## src/rtl/router_1xn_top.sv

```systemverilog
// -----------------------------------------------------------------------------
// router_1xn_top
//
// Purpose:
//   1xN packet router. One byte stream comes in and is steered to one of
//   NUM_PORTS output FIFOs by the 2-bit address in the packet header.
//   Packet layout: header {len[DATA_W-1:2], addr[1:0]}, len payload bytes,
//   then one parity byte, which is the XOR of the header and every payload byte.
//   Packets with addr >= NUM_PORTS are consumed and discarded. An output FIFO
//   that holds data nobody reads for TIMEOUT cycles is flushed. A flush that
//   hits the packet currently being loaded aborts that packet.
//
// Optional feature (macro LEN_CHECK_EN):
//   When defined, the payload count is compared against the header length and
//   a mismatch also raises err. When undefined, the count logic is not built
//   and err reports parity errors only.
//
// Parameters:
//   NUM_PORTS  : output channels, 2..4 (the address field is fixed at 2 bits)
//   DATA_W     : byte width, >= 4 (the length field is DATA_W-2 bits)
//   FIFO_DEPTH : words per output FIFO, power of 2, >= 4
//   TIMEOUT    : cycles a non-empty, unread FIFO waits before it is flushed, >= 2
//
// Ports:
//   clock       in   single clock; all state changes on the rising edge
//   resetn      in   asynchronous, active-low reset
//   pkt_valid   in   high for header and payload bytes, low for the parity byte
//   data_in     in   input byte
//   read_enb    in   per-port read request
//   busy        out  input byte not accepted this cycle
//   err         out  parity (and optional length) error of last completed packet
//   pkt_drop    out  one-cycle pulse after a packet's final byte is discarded
//   vld_out     out  FIFO i not empty
//   soft_rst    out  one-cycle pulse after FIFO i is flushed by timeout
//   data_out    out  port i data at [i*DATA_W +: DATA_W]
//   dbg_state_o out  current FSM state, for observation only
//
// Input handshake:
//   The source presents data_in/pkt_valid and holds them while busy is high.
//   A byte is consumed at a rising edge when busy is low and the FSM is in a
//   state that takes bytes: DECODE with pkt_valid high (header), LOAD_DATA
//   (payload or parity), or DROP (discarded byte). In DECODE, a cycle with
//   pkt_valid low is idle and consumes nothing.
// -----------------------------------------------------------------------------
module router_1xn_top #(
    parameter int NUM_PORTS  = 3,
    parameter int DATA_W     = 8,
    parameter int FIFO_DEPTH = 16,
    parameter int TIMEOUT    = 30
) (
    input  logic                          clock,
    input  logic                          resetn,
    input  logic                          pkt_valid,
    input  logic [DATA_W-1:0]             data_in,
    input  logic [NUM_PORTS-1:0]          read_enb,
    output logic                          busy,
    output logic                          err,
    output logic                          pkt_drop,
    output logic [NUM_PORTS-1:0]          vld_out,
    output logic [NUM_PORTS-1:0]          soft_rst,
    output logic [NUM_PORTS*DATA_W-1:0]   data_out,
    output logic [2:0]                    dbg_state_o
);

    localparam int           AW       = $clog2(FIFO_DEPTH);
    localparam int           TW       = $clog2(TIMEOUT);
    localparam int           LEN_W    = DATA_W - 2;
    localparam logic [AW:0]  FULL_CNT = (AW+1)'(FIFO_DEPTH);
    localparam logic [TW-1:0] TO_LAST = TW'(TIMEOUT - 1);
    localparam logic [2:0]   NP       = 3'(NUM_PORTS);

    typedef enum logic [2:0] {
        S_DECODE     = 3'd0,
        S_WAIT_EMPTY = 3'd1,
        S_LOAD_HDR   = 3'd2,
        S_LOAD_DATA  = 3'd3,
        S_CHECK      = 3'd4,
        S_DROP       = 3'd5
    } state_t;

    state_t              state_q, state_d;
    logic [DATA_W-1:0]   hdr_q, hdr_d;
    logic [DATA_W-1:0]   par_q, par_d;        // running XOR of header + payload
    logic [DATA_W-1:0]   rx_par_q, rx_par_d;  // parity byte as received
    logic                err_q, err_d;
    logic                drop_q, drop_d;

    // Per-port FIFO status and control
    logic [NUM_PORTS-1:0] fifo_empty;
    logic [NUM_PORTS-1:0] fifo_full;
    logic [NUM_PORTS-1:0] fifo_flush;
    logic [NUM_PORTS-1:0] fifo_wr;
    logic                 wr_en;
    logic [DATA_W-1:0]    wr_data;

    // Status of the FIFO addressed by the incoming byte (DECODE) and by the
    // latched header (all later states).
    logic hdr_sel_empty;
    logic tgt_empty;
    logic tgt_full;
    logic tgt_flush;
    logic hdr_addr_ok;
    logic busy_c;

`ifdef LEN_CHECK_EN
    logic [LEN_W-1:0] cnt_q, cnt_d;
`endif

    assign hdr_addr_ok = ({1'b0, data_in[1:0]} < NP);

    always_comb begin
        hdr_sel_empty = 1'b0;
        tgt_empty     = 1'b0;
        tgt_full      = 1'b0;
        tgt_flush     = 1'b0;
        for (int i = 0; i < NUM_PORTS; i++) begin
            if (data_in[1:0] == 2'(i)) begin
                hdr_sel_empty = fifo_empty[i];
            end
            if (hdr_q[1:0] == 2'(i)) begin
                tgt_empty = fifo_empty[i];
                tgt_full  = fifo_full[i];
                tgt_flush = fifo_flush[i];
            end
        end
    end

    // -------------------------------------------------------------------------
    // Control FSM: next state and outputs
    // -------------------------------------------------------------------------
    always_comb begin
        state_d  = state_q;
        hdr_d    = hdr_q;
        par_d    = par_q;
        rx_par_d = rx_par_q;
        err_d    = err_q;
        drop_d   = 1'b0;
        busy_c   = 1'b0;
        wr_en    = 1'b0;
        wr_data  = data_in;
`ifdef LEN_CHECK_EN
        cnt_d    = cnt_q;
`endif

        unique case (state_q)
            S_DECODE: begin
                if (pkt_valid) begin
                    hdr_d = data_in;
                    par_d = data_in;
                    err_d = 1'b0;
`ifdef LEN_CHECK_EN
                    cnt_d = '0;
`endif
                    if (!hdr_addr_ok) begin
                        state_d = S_DROP;
                    end else if (hdr_sel_empty) begin
                        state_d = S_LOAD_HDR;
                    end else begin
                        state_d = S_WAIT_EMPTY;
                    end
                end
            end

            S_WAIT_EMPTY: begin
                busy_c = 1'b1;
                if (tgt_empty) begin
                    state_d = S_LOAD_HDR;
                end
            end

            S_LOAD_HDR: begin
                busy_c = 1'b1;
                if (tgt_flush) begin
                    state_d = S_DROP;
                end else begin
                    wr_en   = 1'b1;
                    wr_data = hdr_q;
                    state_d = S_LOAD_DATA;
                end
            end

            S_LOAD_DATA: begin
                busy_c = tgt_full;
                if (tgt_full) begin
                    // Byte not taken; if the FIFO is flushed now, the rest of
                    // the packet (including this held byte) is dropped.
                    if (tgt_flush) begin
                        state_d = S_DROP;
                    end
                end else if (tgt_flush) begin
                    // Byte is consumed but discarded. If it was the parity
                    // byte the packet is over here, so return straight to
                    // DECODE instead of waiting in DROP for a byte that will
                    // never come.
                    if (pkt_valid) begin
                        state_d = S_DROP;
                    end else begin
                        drop_d  = 1'b1;
                        state_d = S_DECODE;
                    end
                end else if (pkt_valid) begin
                    wr_en = 1'b1;
                    par_d = par_q ^ data_in;
`ifdef LEN_CHECK_EN
                    cnt_d = (cnt_q == {LEN_W{1'b1}}) ? cnt_q : cnt_q + 1'b1;
`endif
                end else begin
                    wr_en    = 1'b1;
                    rx_par_d = data_in;
                    state_d  = S_CHECK;
                end
            end

            S_CHECK: begin
                busy_c = 1'b1;
`ifdef LEN_CHECK_EN
                err_d  = (par_q != rx_par_q) || (cnt_q != hdr_q[DATA_W-1:2]);
`else
                err_d  = (par_q != rx_par_q);
`endif
                state_d = S_DECODE;
            end

            S_DROP: begin
                if (!pkt_valid) begin
                    drop_d  = 1'b1;
                    state_d = S_DECODE;
                end
            end

            default: begin
                state_d = S_DECODE;
            end
        endcase
    end

    always_ff @(posedge clock or negedge resetn) begin
        if (!resetn) begin
            state_q  <= S_DECODE;
            hdr_q    <= '0;
            par_q    <= '0;
            rx_par_q <= '0;
            err_q    <= 1'b0;
            drop_q   <= 1'b0;
        end else begin
            state_q  <= state_d;
            hdr_q    <= hdr_d;
            par_q    <= par_d;
            rx_par_q <= rx_par_d;
            err_q    <= err_d;
            drop_q   <= drop_d;
        end
    end

`ifdef LEN_CHECK_EN
    always_ff @(posedge clock or negedge resetn) begin
        if (!resetn) begin
            cnt_q <= '0;
        end else begin
            cnt_q <= cnt_d;
        end
    end
`endif

    assign busy        = busy_c;
    assign err         = err_q;
    assign pkt_drop    = drop_q;
    assign dbg_state_o = state_q;

    // -------------------------------------------------------------------------
    // Output FIFOs with per-port read-timeout flush
    // -------------------------------------------------------------------------
    for (genvar g = 0; g < NUM_PORTS; g++) begin : g_port
        logic [DATA_W-1:0] mem [FIFO_DEPTH];
        logic [AW-1:0]     wr_ptr_q;
        logic [AW-1:0]     rd_ptr_q;
        logic [AW:0]       count_q;     // extra bit separates full from empty
        logic [TW-1:0]     tcnt_q;
        logic [DATA_W-1:0] dout_q;
        logic              srst_q;
        logic              do_wr;
        logic              do_rd;

        assign fifo_wr[g]    = wr_en && (hdr_q[1:0] == 2'(g));
        assign fifo_empty[g] = (count_q == '0);
        assign fifo_full[g]  = (count_q == FULL_CNT);
        // Flush fires on the TIMEOUT-th consecutive edge with data waiting and
        // no read; it can therefore never coincide with a read.
        assign fifo_flush[g] = !fifo_empty[g] && !read_enb[g] && (tcnt_q == TO_LAST);

        // Full blocks a write even when a read frees a slot the same edge.
        assign do_wr = fifo_wr[g] && !fifo_full[g] && !fifo_flush[g];
        assign do_rd = read_enb[g] && !fifo_empty[g];

        always_ff @(posedge clock or negedge resetn) begin
            if (!resetn) begin
                wr_ptr_q <= '0;
                rd_ptr_q <= '0;
                count_q  <= '0;
                tcnt_q   <= '0;
                dout_q   <= '0;
                srst_q   <= 1'b0;
            end else begin
                srst_q <= fifo_flush[g];
                if (fifo_flush[g]) begin
                    // data_out deliberately keeps its last value
                    wr_ptr_q <= '0;
                    rd_ptr_q <= '0;
                    count_q  <= '0;
                    tcnt_q   <= '0;
                end else begin
                    if (do_wr) begin
                        wr_ptr_q <= wr_ptr_q + 1'b1;
                    end
                    if (do_rd) begin
                        rd_ptr_q <= rd_ptr_q + 1'b1;
                        dout_q   <= mem[rd_ptr_q];
                    end
                    unique case ({do_wr, do_rd})
                        2'b10:   count_q <= count_q + 1'b1;
                        2'b01:   count_q <= count_q - 1'b1;
                        default: count_q <= count_q;
                    endcase
                    if (fifo_empty[g] || read_enb[g]) begin
                        tcnt_q <= '0;
                    end else begin
                        tcnt_q <= tcnt_q + 1'b1;
                    end
                end
            end
        end

        // Storage needs no reset: a word is only ever read after it is written.
        always_ff @(posedge clock) begin
            if (do_wr) begin
                mem[wr_ptr_q] <= wr_data;
            end
        end

        assign vld_out[g]                    = !fifo_empty[g];
        assign soft_rst[g]                   = srst_q;
        assign data_out[g*DATA_W +: DATA_W]  = dout_q;
    end

endmodule
```

## config.mk

```make
export PLATFORM = sky130hd
export DESIGN_NAME = router_1xn_top
export DESIGN_NICKNAME = d
export VERILOG_FILES = /design/src/rtl/router_1xn_top.sv
export SDC_FILE = /design/constraint.sdc
export NUM_CORES = 1
export LEC_CHECK = 0
export ABC_AREA = 1
export CAP_MARGIN = 20
export CELL_PAD_IN_SITES_DETAIL_PLACEMENT = 0
export CELL_PAD_IN_SITES_GLOBAL_PLACEMENT = 2
export CORE_ASPECT_RATIO = 1.75
export CORE_MARGIN = 2
export CORE_UTILIZATION = 35
export DETAILED_ROUTE_END_ITERATION = 8
export GPL_TIMING_DRIVEN = 0
export PLACE_DENSITY_LB_ADDON = 0.1
export SKIP_CTS_REPAIR_TIMING = 1
export SKIP_LAST_GASP = 1
export SLEW_MARGIN = 15
export SYNTH_ARGS = -nofsm -noshare
export SYNTH_HDL_FRONTEND = slang
export SYNTH_SLANG_ARGS = --single-unit
```

## constraint.sdc

```tcl
create_clock -name clock -period 4.85 [get_ports clock]
set_clock_uncertainty 0.2 [all_clocks]
set_input_delay 0.97 -clock clock [delete_from_list [all_inputs] [get_ports clock]]
set_output_delay 0.97 -clock clock [all_outputs]
set_load 0.01 [all_outputs]
```

==> metrics list, run 1 <==
* Worst vdd rail ir drop: 0.331 mV
* Clock root cell: clkbuf_16
- The clock drives 494 sinks.
* Crit path time final: 3.82 ns
- Row generation in the floorplan step produced 118 rows.
- Global routing consumed, over all layers together, 19.9% of the routing resources.
- Crit-path most repeated cell: nand2_1
- At the pin with the least slew margin, the transition time is 1.06 ns.
- CTS H-tree lvls: 2
- Pwr Density: 625 mW/mm2
- Post-Synthesis Cells: 1,739
- The area growth from synthesis to layout is 17.1%.
- The initial utilization of the core area, before any placement, comes to 35.3%.
- Yosys attributes the largest share of cell area to edfxtp_1, dfrtp_1, nor2_1, o21ai_0, o221ai_1.
- Detailed placer's ending HPWL: 42.4 mm
* Nets: 1,895
- Adding up every negative setup slack in the final design gives 0 ns.
- The number of different library cells used by synthesis comes to 48.
- Tracing the worst setup path back leads to its startpoint at hdr_q[0].
- The number of cells on the worst reg-to-reg path is 11.
- Count of vias placed by the detailed router: 13,851
* Drt initial violations: 937
- Most numerous cell in the Yosys netlist: edfxtp_1
- Avg WL per Cell: 22.8 um
- Area share of the largest cell type after synthesis: 55.3%
- In the synthesized netlist, the cells that appear most often are edfxtp_1, nor2_1, o21ai_0.
* Fin crit share: 78.7%
- Final GP Congestion: 0.785
* TritonCTS clock tree: done
- Cell taking the most area after synthesis: edfxtp_1
- Number of warnings issued by yosys: 0
- Fraction of the yosys area taken by sequential cells: 68.5%
- Worst Setup End Kind: output pin
- After clock tree synthesis, the clock-pin slew on the worst setup and hold paths is 0.06 ns.
- Run status: finished, final reports clean
* Wire length of the first global-routing pass: 90.7 mm
- Post-Route WL: 60.9 mm
- Headroom to the max-slew limit came out at 28.8%.
- Post-route DRC: 0
* Mapped Area: 0.0209 mm2
* Synth Register Bits: 494
- Floorplan core area: 0.0591 mm2
* Achievable Freq: 0.262 GHz
- The slowest stage of the critical path belongs to the cell clkdlybuf4s50_1.
- For this run, asynchronously set or reset flops after synthesis account for 22.3%.
* Deepest clock path buffer count: 3
* Number of max-slew violations in the final report: 0
* Reg-to-Reg End: g_port[2].mem[1][6]
* Type of origin of the critical path: flop
- Arrival time at the worst endpoint: 2.65 ns
* Leak Pwr: 8.67 nW
* Total nets after synthesis: 1,780
- Dominant register cell in the synthesized netlist: edfxtp_1
* Max incr delay on CP: 0.55 ns
- In this run the vertical extent of the chip is 327 um.
* GRT overflow: 0
- Final antenna-violating net count: 0
- Max-cap check violation count: 0
- Min-Delay Path Class: in -> async
- Die span in x: 189 um
- Initial antenna violation count: 0
- Critical path, cell by cell: inv_1 -> nor2_1 -> nand4_1 -> nand3_1 -> nand2_1 -> nand2_1 -> clkdlybuf4s50_1
- Final cell area excluding filler cells: 0.0244 mm2
- Largest net degree at the start of global routing: 83
- Setup repair after global routing missed its margin: no
- Post-synth EDFFs: 384
- Clock network latency to the later pin of the worst-skew pair: 0.58 ns
- Final hold analysis gives a worst-case slack of 0.0426 ns.
- The number of global-route vias before repair was 14,107.
- In this run the register-to-register setup slack is 1.43 ns.
- Dividing the detail-routed via count by the number of cells gives 5.18.
- Final worst slack: 1.03 ns
- In this run, CTS created clock tree buffers numbering 48.
* Total Die Area: 0.0616 mm2
* DR pass1 iterations: 8
* Classification of the worst setup path: reg -> out
- STA puts the critical path data required time at 3.68 ns.
- In this run the critical register-to-register path is launched from g_port[1].count_q[1].
- The final hold violation count was 0.
- # IOs: 50
- Diodes inserted: 0
* Mapped Avg Cell Area: 12.0 um2
- Summing all placed instances gives a cell area of 0.0229 mm2.
- Setup violations remaining at the end of the flow were counted as 0.
* Total of buffers placed on input and output ports: 48
* Largest driver fanout on the critical path: 5
- Cells with a size suffix above 1 make up 8.56% of the layout.
- DP Worst Slack: 0.578 ns
- Sum of internal, switching and leakage power: 15.3 mW
- The most critical setup path has its endpoint at busy.
-- worst min-delay path by stage --
stage	endpoint	slack [ns]	cells past startpoint
5_1_grt	g_port[1].dout_q[4]	0.04	1
3_5_place_dp	hdr_q[5]	0.28	2
6_report	g_port[1].dout_q[4]	0.04	1
3_3_place_gp	hdr_q[5]	0.27	2
4_1_cts	g_port[1].dout_q[4]	0.03	1
2_1_floorplan	rx_par_q[7]	0.25	2
-- critical path, delay by kind of cell, from the launching register on --
family        cells  cell delay, ns
simple gates      5            1.03
buf+inv           2            0.62
flops             1            0.42
-- where the power goes --
group / switching, mW / total [mW] / internal, mW
combinational: 3.89 / 5.73 / 1.84
clock: 1.64 / 3.79 / 2.16
sequential: 0.401 / 5.75 / 5.35
total: 5.93 / 15.3 / 9.35
-- cells in the final DEF, fill, tap and decap left out, types with 14 or more instances in the layout --
cell type | synthesis | layout
edfxtp_1 | 384 | 384
nor2_1 | 291 | 291
o21ai_0 | 210 | 202
nand2_1 | 157 | 157
dfrtp_1 | 110 | 110
inv_1 | 86 | 86
clkbuf_1 | 66 | 86
nand3_1 | 76 | 76
o221ai_1 | 70 | 70
clkbuf_16 | 0 | 48
clkdlybuf4s50_1 | 0 | 47
o211ai_1 | 27 | 27
ha_1 | 27 | 27
a31oi_1 | 25 | 25
mux2i_1 | 23 | 23
o22ai_1 | 20 | 20
xnor2_1 | 16 | 16
buf_16 | 0 | 15
inv_2 | 14 | 14
a21oi_1 | 14 | 14
-- registers in the layout, indices dropped and copies added, names as in the netlist --
signal           cells
err                  1
hdr_q                8
par_q                8
g_port.mem         384
g_port.wr_ptr_q     12
g_port.srst_q        3
g_port.rd_ptr_q     12
rx_par_q             8
dbg_state_o          3
g_port.tcnt_q       15
g_port.dout_q       24
g_port.count_q      15
pkt_drop             1
-- routing by layer --
metal / global-route usage [%] / wire length, um / vias up / share of wire [%]
met4: 8.73 / 2670 / 0 / 4.4
li1: - / - / 6535 / -
met3: 2.22 / 2120 / 109 / 3.5
met1: 23.1 / 23800 / 6889 / 39
met5: 0 / 0 / - / 0
met2: 36.6 / 32300 / 318 / 53
-- cell type report --
class,count,area [um2]
buffer,84,339
tap,780,976
sequential,494,14300
timing repair buffer,65,923
multi-input combinational,1053,5950
inverter,108,405
fill,5641,34600
clock buffer,68,1280
clock inverter,20,264
-- cells by family after synthesis --
family          share of synthesized area [%]
xor+xnor                                0.924
compound gates                           11.8
fa+ha+maj                                1.62
flops                                    68.5
buf+inv                                  3.57
mux                                      1.10
simple gates                             12.5
-- stage by stage --
| stage | std cells | util (%) |
|---|---|---|
| 2_1_floorplan | 1739 | - |
| 3_3_place_gp | 2567 | 37.8 |
| 3_5_place_dp | 2584 | 38.7 |
| 4_1_cts | 2672 | 41.3 |
| 5_1_grt | 2672 | 41.3 |
| 6_report | 2672 | 41.3 |
No activity file was read; power rests on OpenSTA's default activity.
==> run 2, diff against run 1 <==
- clock period: 4.85 -> 3.3 ns (I/O delays scaled with it)
==> run 2 against run 1 <==
Largest cell class unchanged. Register-to-register slack worse by 1.4 ns. Worst hold slack better by 0.087 ns. Die area stayed put. Critical path type is now reg -> reg. Highest routed layer unchanged. Wire length is 0.82% higher. Critical endpoint is now g_port[0].mem[14][5].
==> metrics list, run 2 (synthesis gave the netlist of run 1 again) <==
- Data on the critical path is required at its endpoint by 3.31 ns.
* Avg WL per Cell: 23.0 um
- Fin crit share: 98.6%
- The wire-length estimate of the detail-placed layout is 42.4 mm.
* Type of origin of the critical path: flop
- The congestion estimate from routability-driven global placement came to 0.785.
- DP Worst Slack: -0.662 ns
* Number of CTS-inserted buffers: 48
- No sink is reached through more buffers than the 3 on the longest clock path.
- Register bank with the most flops: g_port.mem
- The die covers 0.0616 mm2.
* Sum of internal, switching and leakage power: 22.6 mW
- Number of global-route vias before repair: 14,107
- In the routed design, unresolved DRC markers number 0.
- Pwr Density: 918 mW/mm2
- The tree is rooted in a clkbuf_16.
- The floorplan step defined a core boundary enclosing 0.0591 mm2.
* Setup violation total in the final timing report: 0
* Leak Pwr: 8.73 nW
* Total of buffers placed on input and output ports: 48
- Max incr delay on CP: 0.71 ns
- Setup repair after global routing missed its margin: yes
- Largest registers: g_port.mem: 384 flops, g_port.dout_q: 24 flops
- Run status: finished, final reports clean
- Across every metal layer, demand over resource in global routing totals 19.9%.
- The placed instances occupy a cell area of 0.0229 mm2.
- The signal on the critical path passes through nor2_4 -> nand3_4 -> nand4_1 -> nand2_2 -> nor2_8 -> nand3_4 -> inv_1 -> nand2_1 -> nor2_1.
* Worst slew pin tran: 0.961 ns
- Using the TritonRoute via totals, the vias-per-cell ratio works out to 5.19.
- Clk pin slew, worst setup/hold paths: 0.06 ns
* Minimum hold slack: 0.130 ns
* Share of post-route cells with drive strength above 1: 10.9%
- VDD sags by at most 0.487 mV.
* Master of the slowest instance on the critical path: nor2_1
* Largest driver fanout on the critical path: 9
- Across the run, the number of max-cap violations was 0.
- TritonCTS clock tree: done
* Final core area utilization: 41.7%
* Die span in x: 189 um
* Wire length of the first global-routing pass: 90.7 mm
- The count of pins over their slew limit came to 0.
* Arrival time at the worst endpoint: 3.26 ns
- Total negative slack: 0 ns
- In the layout the commonest cells are edfxtp_1, nor2_1, o21ai_0, nand2_1, dfrtp_1.
- After global routing the overflow that remains totals 0.
- The clock period could shrink to 3.25 ns.
* Clock network latency to the later pin of the worst-skew pair: 0.58 ns
- STA classifies the critical path endpoint as a flop.
- Final cell area excluding filler cells: 0.0246 mm2
- Achievable Freq: 0.307 GHz
* Most frequent standard cell in the layout excluding fill and tap cells: edfxtp_1
- Min-Delay Path Class: in -> reg
* Number of rows created at floorplan: 118
- Number of placed instances with taps included: 2,584
- CTS H-tree lvls: 2
- Final Hold Fails: 0
- Entering global routing, the biggest net connects 83 pins.
- Max FFs per register: 384
- Diodes inserted: 0
* Drt initial violations: 912
- Post-Route WL: 61.4 mm
* Initial antenna violation count: 0
- Nets: 1,898
- Post-synthesis to final-layout area growth: 18.0%
* Die height: 327 um
- # IOs: 50
- Max-slew headroom at the worst pin: 35.9%
- The final route contains 13,887 vias.
- Clk sink count: 494
- Final antenna-violating net count: 0
- Before antenna repair, the detailed router went through 5 iterations.
- Among the stages of the critical path, the cell type that occurs most often is nand3_4.
- Classification of the worst setup path: reg -> reg
- Effective utilization at floorplan: 35.3%
- Final worst slack: 0.0473 ns
* Final cell count without fillers: 2,675
run 2: changes by cell type in the layout (fill, tap and decap cells not counted), moves of 3 or more:
cell | previous run | this run
nor2_1 | 291 | 255
nor3_4 | 1 | 5
nor2_2 | 5 | 38
nor2_4 | 9 | 12
run 2: report_power, final:
group | leakage, nW | internal [mW] | switching (mW)
Combinational | 3.19 | 2.73 | 5.81
Clock | 0.747 | 3.17 | 2.40
Sequential | 4.79 | 7.86 | 0.600
run 2: routing by layer:
layer / global-route usage (%) / routed length (um) / vias up
met2: 36.6 / 32600 / 337
met3: 2.22 / 2220 / 109
met1: 23.1 / 23900 / 6892
met5: 0 / 0 / -
li1: - / - / 6549
met4: 8.73 / 2690 / 0
run 2: path summary, 6_finish.rpt:
check | start | endpoint | slack, ns | cells after the start
max in group asynchronous | resetn | g_port[2].dout_q[4] | 1.77 | 3
min in group asynchronous | resetn | g_port[1].dout_q[4] | 0.33 | 2
setup / recovery | g_port[1].count_q[1] | g_port[0].mem[14][5] | 0.05 | 9
hold reg to reg | hdr_q[7] | hdr_q[7] | 0.29 | 2
setup reg to reg | g_port[1].count_q[1] | g_port[0].mem[14][5] | 0.05 | 9
hold / removal | pkt_valid | pkt_drop | 0.13 | 2
run 2: final cells by class:
type / count / area, um2
Buffer: 84 / 349
Clock buffer: 68 / 1280
Tap cell: 780 / 976
Multi-Input combinational cell: 1054 / 6100
Inverter: 108 / 405
Clock inverter: 20 / 264
Fill cell: 5631 / 34500
Sequential cell: 494 / 14300
Timing Repair Buffer: 67 / 943
run 2: critical path, delay by kind of cell, from the launching register on:
| kind | cells | cell delay [ns] |
|---|---|---|
| buf+inv | 1 | 0.19 |
| flops | 1 | 0.45 |
| simple gates | 8 | 2.02 |
